<file path="src/rtl/multicycle_control_if.sv">
// Control/datapath bundle for the multicycle controller: instruction fields, ALU flags and
// memory handshake in, datapath strobes and selects out.
interface multicycle_control_if;
  logic [6:0] opcode;
  logic [2:0] funct3;
  logic       zero;
  logic       lt;
  logic       mem_ready;
  logic [1:0] ALUOp;
  logic [1:0] ALUSrcA;
  logic [1:0] ALUSrcB;
  logic       PCWrite;
  logic       IRWrite;
  logic       MemRead;
  logic       MemWrite;
  logic       RegWrite;
  logic       MemtoReg;
  logic       IorD;
  logic       illegal;
  logic       timeout;
  logic [3:0] state;

  modport master (
    input  opcode, funct3, zero, lt, mem_ready,
    output ALUOp, ALUSrcA, ALUSrcB, PCWrite, IRWrite, MemRead, MemWrite, RegWrite,
           MemtoReg, IorD, illegal, timeout, state
  );

  modport slave (
    output opcode, funct3, zero, lt, mem_ready,
    input  ALUOp, ALUSrcA, ALUSrcB, PCWrite, IRWrite, MemRead, MemWrite, RegWrite,
           MemtoReg, IorD, illegal, timeout, state
  );
endinterface

</file>
<file path="src/rtl/multicycle_control.sv">
// Multicycle RISC-V style main controller FSM (fetch/decode/execute/memory/writeback).
// Define MULTICYCLE_MEM_WAIT_EN to stall memory states on mem_ready with a timeout counter.
module multicycle_control #(
  parameter int unsigned MAX_WAIT = 15
) (
  input logic                  clk,
  input logic                  reset,
  multicycle_control_if.master bus
);

  localparam logic [6:0] OpLoad   = 7'b0000011;
  localparam logic [6:0] OpStore  = 7'b0100011;
  localparam logic [6:0] OpRType  = 7'b0110011;
  localparam logic [6:0] OpIType  = 7'b0010011;
  localparam logic [6:0] OpBranch = 7'b1100011;

  typedef enum logic [3:0] {
    StFetch    = 4'd0,
    StDecode   = 4'd1,
    StMemAddr  = 4'd2,
    StMemRead  = 4'd3,
    StMemWb    = 4'd4,
    StMemWrite = 4'd5,
    StExecR    = 4'd6,
    StExecI    = 4'd7,
    StAluWb    = 4'd8,
    StBranch   = 4'd9
  } state_e;

  state_e state_q, state_d;

  always_ff @(posedge clk or posedge reset) begin
    if (reset) begin
      state_q <= StFetch;
    end else begin
      state_q <= state_d;
    end
  end

`ifdef MULTICYCLE_MEM_WAIT_EN
  localparam logic [3:0] WaitLast = 4'(MAX_WAIT - 1);

  logic [3:0] wait_q, wait_d;
  logic       timeout_q, timeout_d;

  always_ff @(posedge clk or posedge reset) begin
    if (reset) begin
      wait_q    <= '0;
      timeout_q <= 1'b0;
    end else begin
      wait_q    <= wait_d;
      timeout_q <= timeout_d;
    end
  end

  assign bus.timeout = timeout_q;
`else
  logic unused_mem_ready;
  assign unused_mem_ready = bus.mem_ready;
  assign bus.timeout      = 1'b0;
`endif

  assign bus.state = state_q;

  always_comb begin
    state_d      = state_q;
    bus.ALUOp    = 2'b00;
    bus.ALUSrcA  = 2'b00;
    bus.ALUSrcB  = 2'b00;
    bus.PCWrite  = 1'b0;
    bus.IRWrite  = 1'b0;
    bus.MemRead  = 1'b0;
    bus.MemWrite = 1'b0;
    bus.RegWrite = 1'b0;
    bus.MemtoReg = 1'b0;
    bus.IorD     = 1'b0;
    bus.illegal  = 1'b0;

    case (state_q)
      StFetch: begin
        bus.MemRead = 1'b1;
        bus.IRWrite = 1'b1;
        bus.ALUSrcB = 2'b01;
        bus.PCWrite = 1'b1;
        state_d     = StDecode;
      end
      StDecode: begin
        // ALU precomputes the branch target from oldPC + imm
        bus.ALUSrcA = 2'b10;
        bus.ALUSrcB = 2'b10;
        case (bus.opcode)
          OpLoad, OpStore: state_d = StMemAddr;
          OpRType:         state_d = StExecR;
          OpIType:         state_d = StExecI;
          OpBranch:        state_d = StBranch;
          default: begin
            bus.illegal = 1'b1;
            state_d     = StFetch;
          end
        endcase
      end
      StMemAddr: begin
        bus.ALUSrcA = 2'b01;
        bus.ALUSrcB = 2'b10;
        state_d     = (bus.opcode == OpStore) ? StMemWrite : StMemRead;
      end
      StMemRead: begin
        bus.MemRead = 1'b1;
        bus.IorD    = 1'b1;
        state_d     = StMemWb;
      end
      StMemWb: begin
        bus.RegWrite = 1'b1;
        bus.MemtoReg = 1'b1;
        state_d      = StFetch;
      end
      StMemWrite: begin
        bus.MemWrite = 1'b1;
        bus.IorD     = 1'b1;
        state_d      = StFetch;
      end
      StExecR: begin
        bus.ALUSrcA = 2'b01;
        bus.ALUOp   = 2'b10;
        state_d     = StAluWb;
      end
      StExecI: begin
        bus.ALUSrcA = 2'b01;
        bus.ALUSrcB = 2'b10;
        bus.ALUOp   = 2'b10;
        state_d     = StAluWb;
      end
      StAluWb: begin
        bus.RegWrite = 1'b1;
        state_d      = StFetch;
      end
      StBranch: begin
        bus.ALUSrcA = 2'b01;
        bus.ALUOp   = 2'b01;
        case (bus.funct3)
          3'b000:  bus.PCWrite = bus.zero;
          3'b100:  bus.PCWrite = bus.lt;
          default: bus.PCWrite = 1'b0;
        endcase
        state_d = StFetch;
      end
      default: state_d = StFetch;
    endcase

`ifdef MULTICYCLE_MEM_WAIT_EN
    wait_d    = '0;
    timeout_d = timeout_q;
    if ((state_q inside {StFetch, StMemRead, StMemWrite}) && !bus.mem_ready) begin
      // Hold the state; only the commit strobes wait for the ready cycle
      state_d     = state_q;
      bus.IRWrite = 1'b0;
      bus.PCWrite = 1'b0;
      if (wait_q == WaitLast) begin
        timeout_d = 1'b1;
        state_d   = StFetch;
      end else begin
        wait_d = wait_q + 4'd1;
      end
    end
`endif

    if (reset) begin
      bus.IRWrite = 1'b0;
      bus.PCWrite = 1'b0;
      bus.MemRead = 1'b0;
    end
  end

endmodule

</file>
<file path="src/flat_wrapper.sv">
// flat-port wrapper written by rule: the top's interface ports become plain ports
module multicycle_control_flat 
#(
  parameter int unsigned MAX_WAIT = 15
)
  (clk, reset, bus_opcode, bus_funct3, bus_zero, bus_lt, bus_mem_ready, bus_ALUOp, bus_ALUSrcA, bus_ALUSrcB, bus_PCWrite, bus_IRWrite, bus_MemRead, bus_MemWrite, bus_RegWrite, bus_MemtoReg, bus_IorD, bus_illegal, bus_timeout, bus_state);
  multicycle_control_if bus_i ();
  input logic clk;
  input logic reset;
  input wire logic [$bits(bus_i.opcode)-1:0] bus_opcode;
  input wire logic [$bits(bus_i.funct3)-1:0] bus_funct3;
  input wire logic [$bits(bus_i.zero)-1:0] bus_zero;
  input wire logic [$bits(bus_i.lt)-1:0] bus_lt;
  input wire logic [$bits(bus_i.mem_ready)-1:0] bus_mem_ready;
  output wire logic [$bits(bus_i.ALUOp)-1:0] bus_ALUOp;
  output wire logic [$bits(bus_i.ALUSrcA)-1:0] bus_ALUSrcA;
  output wire logic [$bits(bus_i.ALUSrcB)-1:0] bus_ALUSrcB;
  output wire logic [$bits(bus_i.PCWrite)-1:0] bus_PCWrite;
  output wire logic [$bits(bus_i.IRWrite)-1:0] bus_IRWrite;
  output wire logic [$bits(bus_i.MemRead)-1:0] bus_MemRead;
  output wire logic [$bits(bus_i.MemWrite)-1:0] bus_MemWrite;
  output wire logic [$bits(bus_i.RegWrite)-1:0] bus_RegWrite;
  output wire logic [$bits(bus_i.MemtoReg)-1:0] bus_MemtoReg;
  output wire logic [$bits(bus_i.IorD)-1:0] bus_IorD;
  output wire logic [$bits(bus_i.illegal)-1:0] bus_illegal;
  output wire logic [$bits(bus_i.timeout)-1:0] bus_timeout;
  output wire logic [$bits(bus_i.state)-1:0] bus_state;
  assign bus_i.opcode = bus_opcode;
  assign bus_i.funct3 = bus_funct3;
  assign bus_i.zero = bus_zero;
  assign bus_i.lt = bus_lt;
  assign bus_i.mem_ready = bus_mem_ready;
  assign bus_ALUOp = bus_i.ALUOp;
  assign bus_ALUSrcA = bus_i.ALUSrcA;
  assign bus_ALUSrcB = bus_i.ALUSrcB;
  assign bus_PCWrite = bus_i.PCWrite;
  assign bus_IRWrite = bus_i.IRWrite;
  assign bus_MemRead = bus_i.MemRead;
  assign bus_MemWrite = bus_i.MemWrite;
  assign bus_RegWrite = bus_i.RegWrite;
  assign bus_MemtoReg = bus_i.MemtoReg;
  assign bus_IorD = bus_i.IorD;
  assign bus_illegal = bus_i.illegal;
  assign bus_timeout = bus_i.timeout;
  assign bus_state = bus_i.state;
  multicycle_control #(.MAX_WAIT(MAX_WAIT)) u_core (.clk(clk), .reset(reset), .bus(bus_i));
endmodule
</file>
<file path="config.mk">
export PLATFORM = sky130hd
export DESIGN_NAME = multicycle_control_flat
export DESIGN_NICKNAME = d
export VERILOG_FILES = /design/src/rtl/multicycle_control_if.sv /design/src/rtl/multicycle_control.sv /design/src/flat_wrapper.sv
export SDC_FILE = /design/constraint.sdc
export NUM_CORES = 1
export LEC_CHECK = 0
export BUFFER_PORTS_ARGS = -buffer_cell sky130_fd_sc_hd__buf_2
export CAP_MARGIN = 40
export CORE_AREA = 2 2 39 41
export DETAILED_ROUTE_END_ITERATION = 10
export DIE_AREA = 0 0 41 43
export PLACE_DENSITY = 0.8
export RECOVER_POWER = 25
export SLEW_MARGIN = 10
export SYNTH_ARGS = -nofsm -noshare
export SYNTH_HDL_FRONTEND = slang
export SYNTH_SLANG_ARGS = --single-unit
export TNS_END_PERCENT = 10
</file>
<file path="constraint.sdc">
create_clock -name clk -period 1.3 [get_ports clk]
set_input_delay 0.065 -clock clk [delete_from_list [all_inputs] [get_ports clk]]
set_output_delay 0.065 -clock clk [all_outputs]
set_load 0.01 [all_outputs]
</file>
======== Yosys cells after proc, flatten, opt, wreduce, memory -nomap -nowiden ========
Cells that the tools add are included.
word-level totals
  register bits after elaboration ......... 4
  latch bits .............................. 0
  memory bits (writable) .................. 0
  bits in read-only memories .............. 0
  bits of input ports ..................... 15
  word-level logic and storage cells ...... 45
  memories ................................ 0
operators by class
  $add $sub $neg .......................... 0
  multiply operators ...................... 0
  divide/modulo/power cells ............... 0
  order comparisons ....................... 0
  equality and inequality tests ........... 15
  shift-type cells ........................ 0
  multiplexer cells ....................... 19
  bitwise gates (word level) .............. 0
  reduce and logical (&&, ||, !) cells .... 10
operator list
  cell                count
  $pmux 4 s5          1
  $eq 4x3->1 const B  4
  $pmux 4 s4          1
  $eq 7x6->1 const B  2
  $pmux 2 s2          3
  $mux 1              11
  $reduce_or 2->1     5
  $eq 4x2->1 const B  2
  $eq 4x4->1 const B  2
  $eq 7x2->1 const B  1
  $eq 7x5->1 const B  1
  $eq 7x7->1 const B  1
  $reduce_or 5->1     1
  $eq 4x1->1 const B  1
  $logic_not 4->1     1
  $pmux 1 s2          2
  $reduce_or 4->1     1
  $eq 3x3->1 const B  1
  $logic_not 3->1     1
  $mux 3              1
  $reduce_or 3->1     1

======== Logic depth before layout (Yosys ltp) ========
Gate-level depths: netlist of run 1.
  depth in word-level cells ............... 4
  gate-level depth with buffers ........... 4
  mapped depth without buffers ............ 3

======== Least setup slack after synthesis of run 1 ========
No wires, ideal clock.
  kind .................................... reg2out
  start ................................... register u_core.state_q[3] (netlist: u_core.bus.state[3])
  end ..................................... output bus_PCWrite
  arrival time ............................ 1273 ps
  required time ........................... 1235 ps
  slack ................................... -38 ps
  stages on the path, launching flop included .. 5
  buffers on the path ..................... 1
  cell sequence ........................... dfrtp_1 buf_6 nor4_2 and2_1 a21o_1
between the ends
  word-level cells in the longest chain between the ends .. 3
RTL lines
  element                                        RTL line                   RTL
  start: declaration                             multicycle_control.sv:30   state_e state_q, state_d;
  start signal: assignment                       multicycle_control.sv:34   state_q <= StFetch;
  start signal: assignment                       multicycle_control.sv:36   state_q <= state_d;
  $eq 4x4->1 or $logic_not 4->1 (tied branches)  multicycle_control.sv:79   case (state_q)
  $pmux 1 s2 *                                   multicycle_control.sv:79
  $mux 1 *                                       multicycle_control.sv:167  if (reset) begin
  end: declaration                               flat_wrapper.sv:18         output wire logic [$bits(bus_i.PCWrite)-1:0] bus_PCWrite;
Mark *: on every way between the ends. The rest lies on a longest branch, timed or not.

======== Final worst setup path of run 1 ========
  start ................................... register u_core.state_q[2] (netlist: u_core.bus.state[2])
  end ..................................... output bus_PCWrite
Same word-level chain as after synthesis.

==> results of run 1 <==
-- repair_timing --
| action | in CTS | in global routing |
|---|---|---|
| endpoints found under the setup margin | 13 | 17 |
| pin swaps | 2 | 3 |
| setup buffers | 2 | 0 |
| resized for setup | 10 | 5 |
| hold buffers | 1 | 0 |
| hold endpoints to repair | 4 | 0 |
| gates cloned | 0 | 0 |
-- cell type report --
class	instances	area (um^2)
Multi-Input combinational cell	44	343
Clock buffer	3	22.5
Fill cell	131	626
Timing Repair Buffer	42	253
Inverter	4	15.0
Tap cell	16	20.0
Sequential cell	4	105
-- Yosys cell counts --
cell	number
mux2i_1	1
a21boi_1	1
a21o_1	2
a41o_1	1
nand2b_1	4
conb_1	1
o221ai_1	1
nor4_2	1
and2_1	2
nor4b_4	1
inv_2	1
inv_1	3
buf_6	1
nor3_1	3
a211oi_1	1
nand3_1	1
nor3b_1	2
xnor2_1	2
nand2_1	3
a21oi_1	2
and4bb_2	1
a32o_1	1
a22oi_1	2
dfrtp_1	4
nor2_1	8
nor4_1	1
buf_4	4
nor2b_1	1
o32ai_1	1
-- logic make-up after synthesis --
| logic type | share of synthesized area, % |
|---|---|
| xor+xnor | 3.85 |
| other cells | 0.823 |
| flops | 22.0 |
| buf+inv | 12.4 |
| simple gates | 38.5 |
| mux | 2.20 |
| compound gates | 20.3 |
-- routing by layer --
layer	part of all wire, %	global-route usage [%]	up-vias
li1	-	-	280
met1	38	16.9	253
met2	53	30.3	31
met3	8.8	4.19	0
met4	0	6.00	0
met5	0	0	-
-- power breakdown --
group,internal (uW),switching [uW],leakage (uW),total [uW]
sequential,149,44.1,0.0000476,193
clock,103,50.8,0.0000138,154
combinational,394,307,0.000340,701
total,646,402,0.000401,1050
-- worst max-delay path: cells and delay by family (launching register included) --
kind | cells | cell delay (ns)
AOI/OAI and AO/OA | 1 | 0.08
buffers and inverters | 2 | 0.31
DFF | 1 | 0.43
and+or+nand+nor | 2 | 0.30
-- metrics by stage --
| stage | std cells | TNS, ns | worst slack [ns] |
|---|---|---|---|
| 2_1_floorplan | 57 | 0 | 0.000820 |
| 5_1_grt | 113 | -1.97 | -0.209 |
| 3_5_place_dp | 107 | 0 | 0.00178 |
| 4_1_cts | 113 | -0.967 | -0.126 |
| 3_3_place_gp | 107 | 0 | 0.0208 |
| 6_report | 113 | -0.844 | -0.111 |
-- path summary, 6_finish.rpt --
| check | from | end | cells after the start |
|---|---|---|---|
| worst max register to register | u_core.bus.state[3] | u_core.bus.state[0] | 5 |
| worst min-delay path | bus_opcode[6] | u_core.bus.state[3] | 2 |
| worst min register to register | u_core.bus.state[0] | u_core.bus.state[0] | 2 |
| min in group asynchronous | reset | u_core.bus.state[2] | 3 |
| max in group asynchronous | reset | u_core.bus.state[1] | 3 |
| worst max-delay path | u_core.bus.state[2] | bus_PCWrite | 5 |
==> results.toml, run 1 <==
[status]
status = "finished, violations left"
violations = "setup timing"

[setup_path]
crit_arrival_ns = 1.35
reg2reg_slack_ns = -0.05
crit_chain = "buf_4 > nor4_4 > and2_1 > a21o_1 > buf_2"
startpoint_type = "flip-flop"
cp-end-kind = "output pin"
path_max_fanout = 7
cpMaxStageDelayCell = "dfrtp_2"
crit_required_ns = 1.24
cpPeakStageDelay_ns = 0.43
worstSetupPathType = "reg2out"

[global_route]
grt_pass1_wl_um = 2000
overflow = 0
antenna_found_initial = 0
grt_max_degree = 11
grt_use_total_pct = 16.7
grt_pass1_vias = 532

[detailed_routing]
firstDrtPassIters = 4
viasPerCell = 4.99
ant_nets = 0
drc_errors = 0
drtIter0Drc = 3
wl_per_cell_um = 11.8
num_vias = 564
totalWireLength_um = 1330

[logic_synthesis]
synth.avg_cell_area_um2 = 7.99
synth_seq_cells = 4
yosysWarnings = 0
syn_inst = 57
seq_area_frac_synth_pct = 22.0
yosys.area.top_type = "dfrtp_1"
synthTopCellsByArea = "dfrtp_1, buf_4, nor2_1, nand2b_1, nor4b_4"
yosysTopAreaCellShare_pct = 22.0
synth_area_um2 = 455
synthesis.nets = 72
synth_cell_types = 29

[timing]
skew_ns = 0.00396
whs_ns = 0.165
finalSetupViolCount = 13
finalCritPeriodShare_pct = 109
fin_crit_ns = 1.41
drv_slew = 0
finalHoldViolCount = 0
layout_setup_ws_ns = -0.111
fmax_ghz = 0.709
rsz0062_at_grt = "yes"

[min_path]
hold_path_class = "in2reg"

[clock_network]
cts_tree = "yes"
cts_sinks = 4
insertion_delay_ns = 0.23
clk_pin_slew_ns = 0.04
cts_buffers = 3
cts_max_level = 1
cts_root_buf = "clkbuf_4"
cts.path.max_buffers = 2

[power_and_ir_drop]
powerDensity_nw_per_um2 = 1380
ir_worst_vdd_v = 0.00103
finalPower_uw = 1050
p_leak_uw = 0.000401

[cells_and_area]
final_common_cell = "buf_2"
layout_common_cells = "buf_2, buf_4, nor2_1"
largest_reg_flops = 4
fin_util_pct = 54.8
finalNetCount = 114
antenna_cells = 0
fin_area_um2 = 758
drive_gt1_share_pct = 59.8
area_growth_syn_to_layout_pct = 66.5

[flow_run]
drv_cap = 0

[floorplan]
coreArea_um2 = 1380
die_h_um = 43
die-area_um2 = 1760
rows = 14
die_w_um = 41
initial_core_util_pct = 32.9
pin_count = 34

[placement]
port_buffers = 31
post_dp_cell_area_um2 = 658
gp_congestion = 0.757
dp_hpwl_um = 987
(Power assumes the default switching activity.)
==> inputs of run 2 (changes only) <==
- PLACE_DENSITY: 0.8 -> not set
- PLACE_DENSITY_LB_ADDON: not set -> 0.05
==> results.toml, run 2 (synthesis gave the netlist of run 1 again) <==
[global_route]
grt_use_total_pct = 16.9
grt_pass1_wl_um = 2050
grt_max_degree = 12
grt_pass1_vias = 504
overflow = 0
antenna_found_initial = 0

[setup_path]
cpMaxStageDelayCell = "dfrtp_2"
crit_chain = "buf_6 > nor4_4 > and2_4 > a21o_1 > buf_2"
cp-end-kind = "output pin"
reg2reg_depth = 4
r2r-start = "u_core.bus.state[1]"
cp_top_family = "flip-flops"
crit_arrival_ns = 1.34
crit_required_ns = 1.24
cpPeakStageDelay_ns = 0.47
timing.rr.end = "u_core.bus.state[0]"
path_max_fanout = 7
crit_buf_inv = 2
startpoint_type = "flip-flop"
reg2reg_slack_ns = 0.06
worstSetupPathType = "reg2out"

[cells_and_area]
finalNetCount = 112
instances_no_fill = 111
fill_cells = 138
layout.area.seq_um2 = 105
fin_area_um2 = 779
final_common_cell = "buf_2"
antenna_cells = 0
drive_gt1_share_pct = 66.3
area_growth_syn_to_layout_pct = 71.2
largest_reg_flops = 4
multiInputGateArea_um2 = 367

[clock_network]
cts_sinks = 4
cts_buffers = 3
clk_pin_slew_ns = 0.04
cts.path.max_buffers = 2
insertion_delay_ns = 0.23
cts_root_buf = "clkbuf_4"
cts_max_level = 1
cts_tree = "yes"

[floorplan]
initial_core_util_pct = 32.9
die_w_um = 41
rows = 14
die_h_um = 43
die-area_um2 = 1760
pin_count = 34
coreArea_um2 = 1380

[detailed_routing]
drtIter0Drc = 8
totalWireLength_um = 1220
ant_nets = 0
viasPerCell = 4.88
firstDrtPassIters = 2
num_vias = 542
wl_per_cell_um = 11.0
drc_errors = 0

[timing]
rsz0062_at_grt = "yes"
fin_crit_ns = 1.40
finalCritPeriodShare_pct = 108
finalSetupViolCount = 8
finalHoldViolCount = 0
fmax_ghz = 0.712
layout_setup_ws_ns = -0.105
drv_slew = 0
skew_ns = 0.00105

[min_path]
hold_start = "bus_opcode[6]"
hold_end = "u_core.bus.state[3]"
hold_depth = 2
hold_path_class = "in2reg"

[flow_run]
drv_cap = 0

[power_and_ir_drop]
powerDensity_nw_per_um2 = 1340
comb_power_share_pct = 67.4
clkPwrFrac_pct = 14.0
p_sw_uw = 405
p_seq_share_pct = 18.7
p_int_uw = 638
swShare_pct = 38.9
ir_worst_vdd_v = 0.000917
p_leak_uw = 0.000405

[status]
status = "finished, violations left"
violations = "setup timing"

[placement]
gp_congestion = 0.719
dp.cells = 105
dp_hpwl_um = 956
port_buffers = 31
post_dp_cell_area_um2 = 643
## run 2: stage by stage
stage | util (%) | setup TNS (ns) | setup slack (ns) | hold WS (ns) | total power (uW)
after detailed placement | 46.5 | 0 | 0.0115 | -0.0143 | 738
after floorplan | - | 0 | 0.000820 | -0.164 | 551
after CTS | 52.0 | -0.639 | -0.105 | 0.157 | 993
final | 56.3 | -0.434 | -0.105 | 0.156 | 1040
after global routing | 56.3 | -1.32 | -0.220 | 0.168 | 1140
after global placement | 46.5 | 0 | 0.0282 | -0.0111 | 728
## run 2: timing repair
item / in CTS / in global routing
setup buffers: 1 / 1
cloned: 0 / 0
hold buffers: 1 / 0
setup endpoints to repair: 13 / 13
endpoints found under the hold margin: 4 / 0
pin swaps: 3 / 4
gates resized for setup: 11 / 12
## run 2: how the worst max path moves through the flow
stage	from	end	slack (ns)	cells after the start
floorplan	u_core.bus.state[3]	bus_illegal	0.0008	3
global placement	u_core.bus.state[3]	bus_illegal	0.03	3
detailed placement	u_core.bus.state[3]	bus_illegal	0.01	3
CTS	u_core.bus.state[1]	bus_PCWrite	-0.11	4
global route	u_core.bus.state[1]	bus_PCWrite	-0.22	4
finish	u_core.bus.state[2]	bus_PCWrite	-0.10	5
## run 2: power groups by stage
| stage | clock (uW) | sequential, uW | combinational, uW |
|---|---|---|---|
| floorplan | 0 | 193 | 358 |
| global placement | 0 | 184 | 544 |
| detailed placement | 0 | 186 | 551 |
| CTS | 155 | 192 | 646 |
| global route | 165 | 201 | 773 |
| finish | 146 | 195 | 703 |
## run 2: cell type report
| class | instances | area share [%] |
|---|---|---|
| tap | 16 | 2.57 |
| inverter | 4 | 1.93 |
| timing repair buffer | 40 | 32.1 |
| sequential | 4 | 13.5 |
| clock buffer | 3 | 2.89 |
| multi-input combinational | 44 | 47.0 |
## run 2: metal layers
layer  wire length (um)  share of wire (%)  track usage, %  vias up
met3                 91                7.5            3.14        0
met2                621                 51            27.5       18
li1                   -                  -               -      278
met4                  0                  0            6.00        0
met1                507                 42            21.2      246
met5                  0                  0               0        -
==> inputs of run 3 (changes only) <==
--- a/config.mk
+++ b/config.mk
@@ -11,4 +11,5 @@
 export DETAILED_ROUTE_END_ITERATION = 10
 export DIE_AREA = 0 0 41 43
+export MAX_ROUTING_LAYER = met4
 export PLACE_DENSITY_LB_ADDON = 0.05
 export RECOVER_POWER = 25
==> constraint.sdc (replaced) <==
create_clock -name clk -period 1.3 [get_ports clk]
set_input_delay 0.195 -clock clk [delete_from_list [all_inputs] [get_ports clk]]
set_output_delay 0.195 -clock clk [all_outputs]
set_load 0.01 [all_outputs]
==> results.toml, run 3 (synthesis gave the netlist of run 1 again) <==
[status]
status = "finished, violations left"
violations = "setup timing"

[flow_run]
drv_cap = 0

[floorplan]
coreArea_um2 = 1380
initial_core_util_pct = 32.9
rows = 14
die_w_um = 41
pin_count = 34
die_h_um = 43
die-area_um2 = 1760

[power_and_ir_drop]
powerDensity_nw_per_um2 = 1310
ir_worst_vdd_v = 0.00102
p_leak_uw = 0.000418

[timing]
finalHoldViolCount = 0
fin_tns_setup_ns = -1.96
skew_ns = 0.00663
layout_setup_ws_ns = -0.232
fin_crit_ns = 1.53
fmax_ghz = 0.653
drv_slew = 0
finalSetupViolCount = 14
finalCritPeriodShare_pct = 118
rsz0062_at_grt = "yes"

[setup_path]
crit_buf_inv = 2
worstSetupPathType = "reg2out"
crit_chain = "buf_12 > nor4_4 > and2_4 > a21o_1 > buf_2"
cp_top_family = "flip-flops"
crit_required_ns = 1.11
cp-end-kind = "output pin"
startpoint_type = "flip-flop"
cpPeakStageDelay_ns = 0.46
path_max_fanout = 6
crit_arrival_ns = 1.34
reg2reg_slack_ns = 0.11
cpMaxStageDelayCell = "dfrtp_2"

[cells_and_area]
area_growth_syn_to_layout_pct = 72.8
finalNetCount = 116
layout_common_cells = "buf_2, buf_4, nor2_1"
antenna_cells = 0
instances_no_fill = 115
final_common_cell = "buf_2"
drive_gt1_share_pct = 61.6
largest_reg_flops = 4

[clock_network]
cts.path.max_buffers = 2
clk_pin_slew_ns = 0.04
cts_tree = "yes"
cts_root_buf = "clkbuf_4"
cts_sinks = 4
cts_buffers = 3
cts_max_level = 1
insertion_delay_ns = 0.23

[global_route]
overflow = 0
grt_pass1_vias = 439
grt_use_total_pct = 14.7
use_met2_pct = 22.8
met1_usage_pct = 18.8
antenna_found_initial = 0
grt_max_degree = 10
met3_usage_pct = 6.28
grt_pass1_wl_um = 1790
busiest_layer = "met2"

[detailed_routing]
num_vias = 551
firstDrtPassIters = 2
wl_per_cell_um = 10.1
viasPerCell = 4.79
ant_nets = 0
drc_errors = 0
totalWireLength_um = 1160
drtIter0Drc = 5

[placement]
dp_hpwl_um = 934
dp.cells = 110
gp_congestion = 0.731
port_buffers = 31

[min_path]
hold_path_class = "in2reg"
## run 3: worst paths after layout
check | from | endpoint | cells after the start
max | u_core.bus.state[2] | bus_PCWrite | 5
min | bus_opcode[4] | u_core.bus.state[0] | 3
max reg2reg | u_core.bus.state[1] | u_core.bus.state[1] | 5
min reg2reg | u_core.bus.state[0] | u_core.bus.state[0] | 1
max in group asynchronous | reset | u_core.bus.state[3] | 3
min in group asynchronous | reset | u_core.bus.state[2] | 3
## run 3: layout make-up
class	instances	area (um^2)
timing repair buffer	44	292
multi-input combinational	44	333
clock buffer	3	22.5
fill	144	597
inverter	4	15.0
sequential	4	105
tap	16	20.0
## run 3: power by group
| group | total [uW] | internal [uW] | switching, uW |
|---|---|---|---|
| clock | 151 | 103 | 48.4 |
| combinational | 680 | 387 | 292 |
| sequential | 196 | 149 | 47.3 |
## run 3: per-stage QoR
step	utilization, %	cell area (um^2)	hold WS (ns)	setup WS [ns]	total power, uW
5_1_grt	56.9	787	0.297	-0.324	1110
2_1_floorplan	-	470	-0.0307	-0.0620	566
4_1_cts	54.9	759	0.276	-0.240	1010
3_5_place_dp	50.5	699	0.121	-0.0416	803
3_3_place_gp	50.5	699	0.124	-0.0184	800
6_report	56.9	787	0.289	-0.232	1030
## run 3: tightest hold or removal path, stage by stage
cell and delay, ns:
buf_2 0.10, a22oi_1 0.07, o32ai_1 0.10
## run 3: timing repair
action | 4_1_cts | 5_1_grt
endpoints found under the hold margin | 4 | 0
hold buffers | 1 | 0
endpoints found under the setup margin | 14 | 15
setup buffers | 1 | 0
pin swaps | 1 | 2
resized for setup | 7 | 7
## run 3: routing by layer
metal,wire (um),vias up
li1,-,286
met1,479,242
met2,559,23
met3,117,0
met4,0,0
met5,0,-
